`src/rtl/dmem_arbiter.sv`:
```
// Shares one data memory between the core load/store port (0) and a debug/loader
// port (1). Port 1 may lock the memory, but only for a bounded number of cycles.
module dmem_arbiter #(
   parameter int ADDR_W   = 32,
   parameter int DATA_W   = 32,
   parameter int MAX_LOCK = 8
) (
   input  logic              clk,
   input  logic              rst,
   input  logic              m0_valid,
   input  logic              m0_we,
   input  logic [ADDR_W-1:0] m0_addr,
   input  logic [DATA_W-1:0] m0_wdata,
   output logic              m0_ready,
   output logic              m0_resp_valid,
   output logic [DATA_W-1:0] m0_rdata,
   input  logic              m1_valid,
   input  logic              m1_we,
   input  logic [ADDR_W-1:0] m1_addr,
   input  logic [DATA_W-1:0] m1_wdata,
   output logic              m1_ready,
   output logic              m1_resp_valid,
   output logic [DATA_W-1:0] m1_rdata,
   input  logic              m1_lock,
   output logic              mem_we,
   output logic [ADDR_W-1:0] mem_addr,
   output logic [DATA_W-1:0] mem_wd,
   input  logic [DATA_W-1:0] mem_rd,
   output logic              core_stall,
   output logic              lock_active
);

   typedef enum logic [1:0] {
      ST_RR,
      ST_LOCKED,
      ST_FORCE
   } state_t;

   localparam logic [7:0] LOCK_LIMIT = 8'(MAX_LOCK);

   state_t            r_state;
   state_t            w_nextState;
   logic              r_lastGrant;
   logic [7:0]        r_lockCnt;
   logic [7:0]        w_nextLockCnt;
   logic [7:0]        w_lockInc;
   logic              w_grant0;
   logic              w_grant1;
   logic              r_m0RespValid;
   logic              r_m1RespValid;
   logic [DATA_W-1:0] r_m0Rdata;
   logic [DATA_W-1:0] r_m1Rdata;

   assign w_lockInc = r_lockCnt + 8'd1;

   // Grant selection and next state; a forced cycle hands the memory back to the core.
   always_comb begin
      w_grant0      = 1'b0;
      w_grant1      = 1'b0;
      w_nextState   = r_state;
      w_nextLockCnt = r_lockCnt;
      case (r_state)
         ST_RR: begin
            if (m0_valid && m1_valid) begin
               w_grant0 = r_lastGrant;
               w_grant1 = ~r_lastGrant;
            end else begin
               w_grant0 = m0_valid;
               w_grant1 = m1_valid;
            end
            if (w_grant1 && m1_lock) begin
               w_nextLockCnt = 8'd1;
               w_nextState   = ST_LOCKED;
            end
         end
         ST_LOCKED: begin
            if (m1_lock) begin
               w_grant1      = m1_valid;
               w_nextLockCnt = w_lockInc;
               if (w_lockInc == LOCK_LIMIT) begin
                  w_nextState = ST_FORCE;
               end
            end else begin
               w_grant0      = m0_valid;
               w_grant1      = ~m0_valid & m1_valid;
               w_nextLockCnt = 8'd0;
               w_nextState   = ST_RR;
            end
         end
         ST_FORCE: begin
            w_grant0      = m0_valid;
            w_grant1      = ~m0_valid & m1_valid;
            w_nextLockCnt = 8'd0;
            w_nextState   = ST_RR;
         end
         default: begin
            w_nextLockCnt = 8'd0;
            w_nextState   = ST_RR;
         end
      endcase
      if (rst) begin
         w_grant0 = 1'b0;
         w_grant1 = 1'b0;
      end
   end

   // The granted port drives the memory; an idle cycle presents all zeros.
   always_comb begin
      mem_we   = 1'b0;
      mem_addr = '0;
      mem_wd   = '0;
      if (w_grant0) begin
         mem_we   = m0_we;
         mem_addr = m0_addr;
         mem_wd   = m0_wdata;
      end else if (w_grant1) begin
         mem_we   = m1_we;
         mem_addr = m1_addr;
         mem_wd   = m1_wdata;
      end
   end

   always_ff @(posedge clk) begin
      if (rst) begin
         r_state       <= ST_RR;
         r_lastGrant   <= 1'b1;
         r_lockCnt     <= 8'd0;
         r_m0RespValid <= 1'b0;
         r_m1RespValid <= 1'b0;
         r_m0Rdata     <= '0;
         r_m1Rdata     <= '0;
      end else begin
         r_state       <= w_nextState;
         r_lockCnt     <= w_nextLockCnt;
         r_m0RespValid <= w_grant0;
         r_m1RespValid <= w_grant1;
         if (w_grant0) begin
            r_lastGrant <= 1'b0;
            r_m0Rdata   <= m0_we ? '0 : mem_rd;
         end
         if (w_grant1) begin
            r_lastGrant <= 1'b1;
            r_m1Rdata   <= m1_we ? '0 : mem_rd;
         end
      end
   end

   assign m0_ready      = w_grant0;
   assign m1_ready      = w_grant1;
   assign m0_resp_valid = r_m0RespValid;
   assign m1_resp_valid = r_m1RespValid;
   assign m0_rdata      = r_m0Rdata;
   assign m1_rdata      = r_m1Rdata;
   assign core_stall    = m0_valid & ~w_grant0;
   assign lock_active   = (r_state == ST_LOCKED);

endmodule

```
`config.mk`:
```
export PLATFORM = sky130hd
export DESIGN_NAME = dmem_arbiter
export DESIGN_NICKNAME = d
export VERILOG_FILES = /design/src/rtl/dmem_arbiter.sv
export SDC_FILE = /design/constraint.sdc
export NUM_CORES = 1
export LEC_CHECK = 0
export ABC_CLOCK_PERIOD_IN_PS = 1900
export CAP_MARGIN = 20
export CORE_AREA = 2 2 116 118
export DETAILED_ROUTE_END_ITERATION = 8
export DIE_AREA = 0 0 118 120
export GPL_ROUTABILITY_DRIVEN = 0
export GPL_TIMING_DRIVEN = 0
export PLACE_DENSITY_LB_ADDON = 0.08
export SETUP_SLACK_MARGIN = 0.2
export SYNTH_ARGS = -nofsm -noshare
export SYNTH_HDL_FRONTEND = slang
export SYNTH_SLANG_ARGS = --single-unit
```
`constraint.sdc`:
```
create_clock -name clk -period 1.9 [get_ports clk]
set_input_delay 0.285 -clock clk [delete_from_list [all_inputs] [get_ports clk]]
set_output_delay 0.285 -clock clk [all_outputs]
set_load 0.05 [all_outputs]
```
==> reports/qor_table.md, run 1 <==
| Parameter | Value |
| --- | --- |
| Reg-to-reg setup timing slack | -60 ps |
| TritonCTS clock tree | built |
| Placed Area | 7130 sq um |
| Starting density of the core | 0.259 |
| Final Routed Wirelength | 16,900 um |
| Root cell of the clock tree | clkbuf_16 |
| Power density over cell area | 666 nW/um^2 |
| Portion of the clock cycle consumed by the worst path in the final layout | 1.23 |
| Total negative setup slack | -28,360 ps |
| Fin area | 7990 sq um |
| Final hold vios | 0 |
| Mean instance size in the synthesized netlist | 10.8 sq um |
| Smallest setup slack after layout | -436 ps |
| Summed instance area of the synthesized netlist | 3370 sq um |
| Worst VDD drop | 0.481 mV |
| Clock transition at the registers of the reported paths | 50 ps |
| Worst skew pair latency | 330 ps |
| Port Buf Inserts | 299 |
| Die H | 120 um |
| Total number of yosys warnings | 0 |
| Area share of xor/xnor cells in the synthesized design | 0.0104 |
| Number of buffers between clock root and the deepest sink | 2 |
| Count of hold buffers inserted by post-cts repair | 0 |
| DRC violations left | 0 |
| Highest Clock Rate | 0.428 GHz |
| Portion of netlist area occupied by mux cells | 0.00335 |
| Post-route antenna net violation count | 0 |
| Final-stage net count | 814 |
| Synthesized-area fraction occupied by and/or/nand/nor cells | 0.0729 |
| Failing checks | negative setup slack |
| Placed Cells | 788 |
| Total power draw | 5.32 mW |
| Routed wire length per instance | 20.4 um |
| TritonRoute pass-1 iters | 4 |
| DPL Wire Length | 13,100 um |
| Synthesized Nets | 482 |
| Fraction of the mapped netlist area in compound gates | 0.386 |
| Pin count of the biggest net entering global routing | 14 |
| Cell Count, Final, Fillers Out | 826 |
| Worst Setup Start Kind | register |
| Mapped Cells | 313 |
| Via density per instance | 4.88 |
| Final number of setup-violating endpoints | 98 |
| Startpoint of the most critical hold path | m1_lock |
| CTS H-tree lvls | 3 |
| First-pass GRT wire length | 25,200 um |
| Number of flops mapped to enable cells by yosys | 0 |
| Worst EP required | 1620 ps |
| Worst Path Arrival | 2050 ps |
| R2R cell count | 9 |
| Leading register cell type out of synthesis | dfxtp_1 |
| Dominant combinational cell family by area after synthesis | compound AO/OA/AOI/OAI gates |
| Worst min-delay path class | in2reg |
| Static Leakage | 3.64 nW |
| Layout overhead on the synthesized area | 137% |
| Time the worst path needs with I/O delays and setup | 2340 ps |
| Remaining global-route overflow | 0 |
| Number of antenna violations at the first check in global routing | 2 |
| Count of unique library cells instantiated by Yosys | 41 |
| Unrepaired setup endpoints after global routing | yes |
| Layout Skew | 3.94 ps |
| Total via count after detailed routing | 4,027 |
| Max Transition Viols Final | 0 |
| Status | complete, but fails checks |
| Sinks on Clock Net | 77 |
| Number of global-route vias before repair | 4,161 |
| Flops & latches, synth | 77 |
| Kind of end point of the critical path | output pin |
| Adder-cell area share of the yosys netlist | 0.00743 |
| Largest driver fanout on the critical path | 6 |
| Pin slew with the least headroom to its limit | 551 ps |
| Horizontal die dimension | 118 um |
| Clock buffers created by TritonCTS | 9 |
| Number of DRC markers after the initial detailed-route iteration | 137 |
| Proportion of synthesized chip area in sequential cells | 0.458 |
| Fraction of layout cells with a size suffix above 1 | 0.347 |
| Startpoint of the worst register-to-register path | r_state[1]$_SDFFE_PP0P_ |
| Filler cell count | 1,119 |
| Hold Path Cell Cnt | 3 |
| RR Endpoint | m0_rdata[7]$_SDFFE_PP0P_ |
| Relative max-transition margin | 0.634 |
| Total global-route track usage | 0.233 |
| Number of core rows | 42 |
| Critical path type | reg2out |
| Std-Cell Core Area | 13,000 sq um |
| Count of max-cap constraint violations | 0 |
| I/O pin count | 302 |
| Area of the die | 14,200 sq um |
| Worst Hold Path EP | r_lockCnt[2]$_SDFFE_PP0P_ |
| Fraction of registers with async set/reset | 0 |
[sequential cells by signal, summed over array words and instances, names as in the netlist]
signal / count
m0_rdata: 32
m1_rdata: 32
r_lockCnt: 8
r_state: 2
m0_resp_valid: 1
m1_resp_valid: 1
r_lastGrant: 1
[cell families after synthesis]
logic type / after synthesis
AOI/OAI and AO/OA: 154
xor gates and xnor gates: 4
adders and majority gates: 2
buffers and inverters: 33
DFF: 77
muxes: 1
and+or+nand+nor: 42
[critical path, stage by stage (launching register included)]
cell and delay, ps:
dfxtp_4 370, nor2b_4 130, buf_12 110, o2bb2ai_4 140, a21oi_4 80, and2b_4 210
buf_8 150, buf_12 130, a22o_4 240, buf_8 150
[how the worst max path moves through the flow]
stage | from | endpoint | slack (ps) | cells past startpoint
final | r_state[1]$_SDFFE_PP0P_ | mem_addr[6] | -440 | 9
after global routing | r_state[0]$_SDFFE_PP0P_ | mem_addr[6] | -500 | 9
after CTS | r_state[1]$_SDFFE_PP0P_ | mem_addr[2] | -460 | 9
after detailed placement | m0_valid | mem_addr[18] | -1460 | 9
after global placement | m0_valid | mem_addr[12] | -1470 | 9
after floorplan | r_state[0]$_SDFFE_PP0P_ | mem_addr[0] | -70 | 8
[through the flow]
stage / util / hold slack, ps / worst slack (ps)
floorplan: - / 411 / -65.4
global placement: 0.549 / 455 / -1470
detailed placement: 0.549 / 459 / -1460
CTS: 0.600 / 314 / -461
global route: 0.615 / 335 / -496
finish: 0.615 / 330 / -436
[cell type report]
type                            count  area, sq um  area share
Tap cell                          176          220      0.0276
Sequential cell                    77         1570       0.196
Multi-Input combinational cell    203         2250       0.281
Clock inverter                      4         55.1     0.00689
Buffer                             31          324      0.0406
Clock buffer                       11          253      0.0316
Timing Repair Buffer              321         3310       0.415
Inverter                            2         7.51    0.000940
Antenna cell                        1         2.50    0.000313
[report_power, final]
| group | internal (mW) | switching, mW |
|---|---|---|
| registers | 1.67 | 0.0337 |
| logic | 0.895 | 0.995 |
| clock network | 1.09 | 0.644 |
| total | 3.65 | 1.67 |
[routing by layer]
metal / GRT usage / wire (um)
met3: 0.0875 / 1330
met4: 0.0595 / 210
met5: 0 / 11
met2: 0.391 / 8370
met1: 0.282 / 6970
[repair_timing]
action / in CTS / in global routing
pin swaps: 5 / 6
buffers inserted: 14 / 5
gates resized for setup: 603 / 30
endpoints found under the setup margin: 208 / 132
cloned: 2 / 1
endpoints found under the hold margin: 0 / 0
[cell usage in the layout, fill, tap and decap left out, types with 2 or more instances in the layout]
cell,synthesis,routed
clkdlybuf4s50_1,0,162
dfxtp_2,0,2
clkbuf_1,6,3
a22o_4,0,60
a31oi_1,2,2
nor2_1,10,10
buf_2,12,6
buf_4,5,19
dfxtp_1,77,69
dlygate4sd2_1,0,68
inv_1,2,2
nand2_1,8,8
clkbuf_8,0,2
a22o_1,129,64
buf_6,7,59
nand4b_1,2,2
xnor2_1,3,3
a22o_2,0,5
nor3b_4,1,2
or3_1,3,3
a21oi_1,8,7
o21ai_0,6,6
buf_12,0,7
clkbuf_16,0,10
nor2b_4,0,2
dfxtp_4,0,6
buf_8,0,22
[synthesized netlist by cell type (2+ instances only)]
master	count	share of area
nor3b_1	2	0.0045
a21boi_0	2	0.0045
nor2_1	10	0.011
or3_1	3	0.0056
buf_4	5	0.011
o21ai_0	6	0.0089
and3_1	2	0.0037
dfxtp_1	77	0.46
clkbuf_1	6	0.0067
xnor2_1	3	0.0078
buf_6	7	0.023
a21oi_1	8	0.012
nor2b_1	3	0.0056
buf_2	12	0.018
a31oi_1	2	0.0037
nand3_1	2	0.0030
a22o_1	129	0.34
nand4b_1	2	0.0052
inv_1	2	0.0022
ha_1	2	0.0074
nand2_1	8	0.0089
Note: power is estimated with default switching activity, not from simulation.
==> run 2, diff against run 1 <==
- CORE_AREA: 2 2 116 118 -> not set
- CORE_MARGIN: not set -> 10
- CORE_UTILIZATION: not set -> 28
- DIE_AREA: 0 0 118 120 -> not set
- TNS_END_PERCENT: not set -> 100
==> run 2 against run 1 <==
The flow still finishes with violations (negative setup slack); non-clock buffer count decreased by 2; power shrank 3.9%; worst hold slack got worse by 5.4 ps; final cell count is 4.4% lower; worst setup slack worse by 18 ps; critical path type unchanged; largest cell class unchanged; register-to-register slack better by 40 ps; clock-buffer cell count shrank 2; fmax fell by 0.75%; wire length grew 12%; first-iteration DRC count fell by 20%; core utilization up 6.3 points.
==> reports/qor_table.md, run 2 (synthesis results as in run 1) <==
| Parameter | Value |
| --- | --- |
| Worst VDD drop | 0.673 mV |
| I/O pin count | 302 |
| Failing checks | negative setup slack |
| Cell Count, Final, Fillers Out | 790 |
| Area of the die | 16,800 sq um |
| Total global-route track usage | 0.207 |
| Worst Setup Start Kind | register |
| Total power draw | 5.12 mW |
| Sinks on Clock Net | 77 |
| Count of max-cap constraint violations | 0 |
| Max Transition Viols Final | 0 |
| Unrepaired setup endpoints after global routing | yes |
| Cell type with the highest occurrence count on the critical path | buf_12 |
| Filler cell count | 932 |
| Relative max-transition margin | 0.560 |
| Time the worst path needs with I/O delays and setup | 2350 ps |
| Pin slew with the least headroom to its limit | 662 ps |
| Via density per instance | 5.16 |
| Portion of the clock cycle consumed by the worst path in the final layout | 1.24 |
| Crit-path max cell delay | 350 ps |
| TritonCTS clock tree | built |
| Crit path from | r_state[0]$_SDFFE_PP0P_ |
| Status | complete, but fails checks |
| Worst EP required | 1620 ps |
| CTS H-tree lvls | 3 |
| Post-route antenna net violation count | 0 |
| Startpoint of the most critical hold path | m1_lock |
| Commonest non-fill, non-tap cell in the layout | clkdlybuf4s50_1 |
| Cells traversed along the worst timing path | nor2b_4 -> buf_12 -> o2bb2ai_4 -> a21oi_4 -> and2b_2 -> buf_12 -> buf_12 -> a22o_4 -> buf_8 |
| Horizontal die dimension | 130 um |
| First-pass GRT wire length | 26,800 um |
| Final hold vios | 0 |
| Worst Path Arrival | 2070 ps |
| Smallest setup slack after layout | -454 ps |
| Commonest cells after routing, fill and taps aside | clkdlybuf4s50_1 (162), dfxtp_1 (70), a22o_1 (64), dlygate4sd2_1 (64), buf_6 (54) |
| Static Leakage | 3.64 nW |
| Highest Clock Rate | 0.425 GHz |
| Die H | 130 um |
| Layout Skew | 5.30 ps |
| Root cell of the clock tree | clkbuf_16 |
| Starting density of the core | 0.290 |
| Setup Slack @ Placement | -1400 ps |
| Total via count after detailed routing | 4,075 |
| Final-stage net count | 812 |
| Startpoint of the worst register-to-register path | r_state[0]$_SDFFE_PP0P_ |
| Clock buffers created by TritonCTS | 9 |
| Number of buffers between clock root and the deepest sink | 2 |
| Number of DRC markers after the initial detailed-route iteration | 110 |
| DPL Wire Length | 15,300 um |
| Kind of end point of the critical path | output pin |
| DRC violations left | 0 |
| Layout overhead on the synthesized area | 134% |
| Final Routed Wirelength | 19,000 um |
| Fraction of layout cells with a size suffix above 1 | 0.340 |
| Remaining global-route overflow | 0 |
| Number of global-route vias before repair | 4,159 |
| Clock transition at the registers of the reported paths | 60 ps |
| Number of antenna violations at the first check in global routing | 0 |
| TritonRoute pass-1 iters | 4 |
| Final number of setup-violating endpoints | 78 |
| Worst min-delay path class | in2reg |
| Largest driver fanout on the critical path | 10 |
| ANT cells | 0 |
| Routed wire length per instance | 24.0 um |
| Number of core rows | 39 |
| Power density over cell area | 649 nW/um^2 |
| Placed Cells | 755 |
| Worst skew pair latency | 330 ps |
| Pin count of the biggest net entering global routing | 14 |
| Port Buf Inserts | 299 |
| Slowest library cell on the worst path | dfxtp_4 |
| Critical path type | reg2out |
| Std-Cell Core Area | 11,600 sq um |
run 2: cell count changes in the layout (fill, tap and decap cells not counted), moves of 4 or more:
cell | before | now
a22o_2 | 5 | 12
a22o_4 | 60 | 53
buf_6 | 59 | 54
buf_8 | 22 | 27
dlygate4sd2_1 | 68 | 64
dlymetal6s2s_1 | 0 | 4
run 2: worst paths after layout:
| kind | depth (start not counted) | endpoint | slack [ps] |
|---|---|---|---|
| worst max register to register | 9 | m0_rdata[16]$_SDFFE_PP0P_ | -20 |
| worst min-delay path | 3 | r_lockCnt[2]$_SDFFE_PP0P_ | 320 |
| worst min register to register | 1 | m1_rdata[9]$_SDFFE_PP0N_ | 470 |
| worst max-delay path | 9 | mem_addr[0] | -450 |
run 2: per-layer routing:
metal  GRT usage  part of all wire  up-vias
met5           0                 0        -
met4      0.0476             0.018        0
met3      0.0828             0.095       22
met2       0.381              0.52      178
met1       0.217              0.37     1969
li1            -                 -     1906
run 2: what timing repair did:
item                                    CTS  global route
endpoints found under the hold margin     0             0
setup buffers                            13             3
cloned                                    2             2
pin swaps                                 3             3
gates resized for setup                 597            38
hold buffers                              0             0
endpoints found under the setup margin  208           146
run 2: worst max-delay path: cells and delay by family, from the launching register on:
family	cells	cell delay, ps
AOI/OAI and AO/OA	3	410
DFF	1	350
and+or+nand+nor	2	410
buffers and inverters	4	550
run 2: metrics by stage:
step                TNS [ps]  area, sq um  utilization  hold WS [ps]
floorplan              -3050         3920            -           411
global placement     -108890         7090        0.610           456
detailed placement   -113070         7090        0.610           453
CTS                   -29070         7670        0.661           316
global route          -36290         7880        0.678           356
finish                -29570         7880        0.678           325
run 2: layout make-up:
cell class                 instances  area, sq um  area share
clock buffer                       9          225      0.0286
inverter                           2         7.51    0.000953
tap                              143          179      0.0227
timing repair buffer             319         3330       0.422
multi-input combinational        203         2190       0.278
sequential                        77         1560       0.198
buffer                            31          353      0.0448
clock inverter                     6         40.0     0.00508
run 2: report_power, final:
part	leakage, nW	switching (mW)	internal [mW]	total (mW)
logic	2.88	0.994	0.892	1.89
clock network	0.131	0.653	0.875	1.53
registers	0.630	0.0331	1.67	1.70
==> RTL change (settings of run 1) <==
Encoding of `state_t`: now one-hot (3 bits for 3 states).
--- a/src/rtl/dmem_arbiter.sv
+++ b/src/rtl/dmem_arbiter.sv
@@ -32,6 +32,6 @@
 
-   typedef enum logic [1:0] {
-      ST_RR,
-      ST_LOCKED,
-      ST_FORCE
+   typedef enum logic [2:0] {
+      ST_RR     = 3'b001,
+      ST_LOCKED = 3'b010,
+      ST_FORCE  = 3'b100
    } state_t;
Function: same outputs for any inputs over 10 cycles, from zero or initial values and one cycle with rst high; not proved beyond that.
==> RTL change against run 1 <==
  * The flow still finishes with violations (setup timing)
  * Clock skew rose by 0.00067 ns
  * Cell area rose by 3.6%
  * Sequential power increased by 10%
  * Power up 33%
  * Worst setup slack worse by 0.088 ns
  * Sequential cell count grew 1
  * Area after synthesis up 8.1%
  * Synthesized cell count rose by 23%
  * First-iteration DRC count rose by 61%
  * Global-route usage shrank 0.36 points
  * Routed wire length increased by 0.94%
  * Utilization increased by 2.2 points
  * Combinational power increased by 85%
==> RTL change: results <==
[synth]
post_synth_main_area_contributors = sky130_fd_sc_hd__dfxtp_1 (43%), sky130_fd_sc_hd__a22o_1 (24%), sky130_fd_sc_hd__o21a_1 (6.8%)
synth_compound_gate_area_share = 0.392

[finish]
utilization_after_layout = 0.638
buf_share = 0.435
non_clock_inverter_count = 0
signal_buffers = 357
drive_above_1_share = 0.302
finish.net_count = 884
fill_cells = 1072
clock_buffer_count = 10
antenna_cells = 0
n_multi_input_combinational_cell = 270
clock_network_area_fraction = 0.0363
multi_input_gate_area_in_the_final_layout_um2 = 2580

[critical_path]
setup.worst_path.end = mem_addr[25]
worstRegToRegCells = 11
cp.arrival_ns = 2.14
r2r_setup_slk_ns = -0.13

[placement]
post_dp_cell_area_um2 = 7580
pre_cts_ws_ns = -1.67
buffer_ports.inserted = 301
placed_cells_incl_taps = 862

[power_and_ir_drop]
leakagePower_nw = 3.77

[detailed_routing]
detail_route.wirelength.met1_um = 6480
totalWireLength_um = 17000
detailroute.via_count = 4439
met2_wirelength_um = 9150
vias_per_cell = 4.95
top_layer = met4

[sta]
fin_worst_hold_slack_ns = 0.458
least_setup_slack_across_all_paths_after_layout_ns = -0.524
finish_stage_setup_viols = 93
fin_skew_ns = 0.00462
slew_headroom = 0.628

[worst_hold_path]
hold_path.startpoint = m1_rdata[15]
min-delay-path-class = register to register
worstHoldPathCells = 1
hold_end = m1_rdata[15]

[run_status]
failed_checks = setup timing
outcome = finished with violations

[global_routing]
grtUsageMet2 = 0.428
grtUsageMet3 = 0.0604
grt_pass1_vias = 4570
grt_util_all_layers = 0.230
RTL change: cell types whose count changed after synthesis, moves of 12 or more:
| cell | change |
|---|---|
| sky130_fd_sc_hd__clkbuf_1 | +12 |
| sky130_fd_sc_hd__a22o_1 | -31 |
| sky130_fd_sc_hd__o21a_1 | +32 |
| sky130_fd_sc_hd__nand2b_1 | +35 |
| sky130_fd_sc_hd__a21oi_1 | +33 |
RTL change: timing repair:
action,CTS,global route
hold buffers,0,0
pin swaps,6,13
setup endpoints to repair,209,134
buffers inserted,10,8
gates resized for setup,599,33
gates cloned,0,1
RTL change: power breakdown:
part | leakage, nW | switching [mW] | internal (mW) | total (mW)
clock | 0.139 | 0.703 | 1.03 | 1.73
sequential | 0.636 | 0.0863 | 1.78 | 1.87
combinational | 2.99 | 1.97 | 1.52 | 3.49
total | 3.77 | 2.76 | 4.33 | 7.09
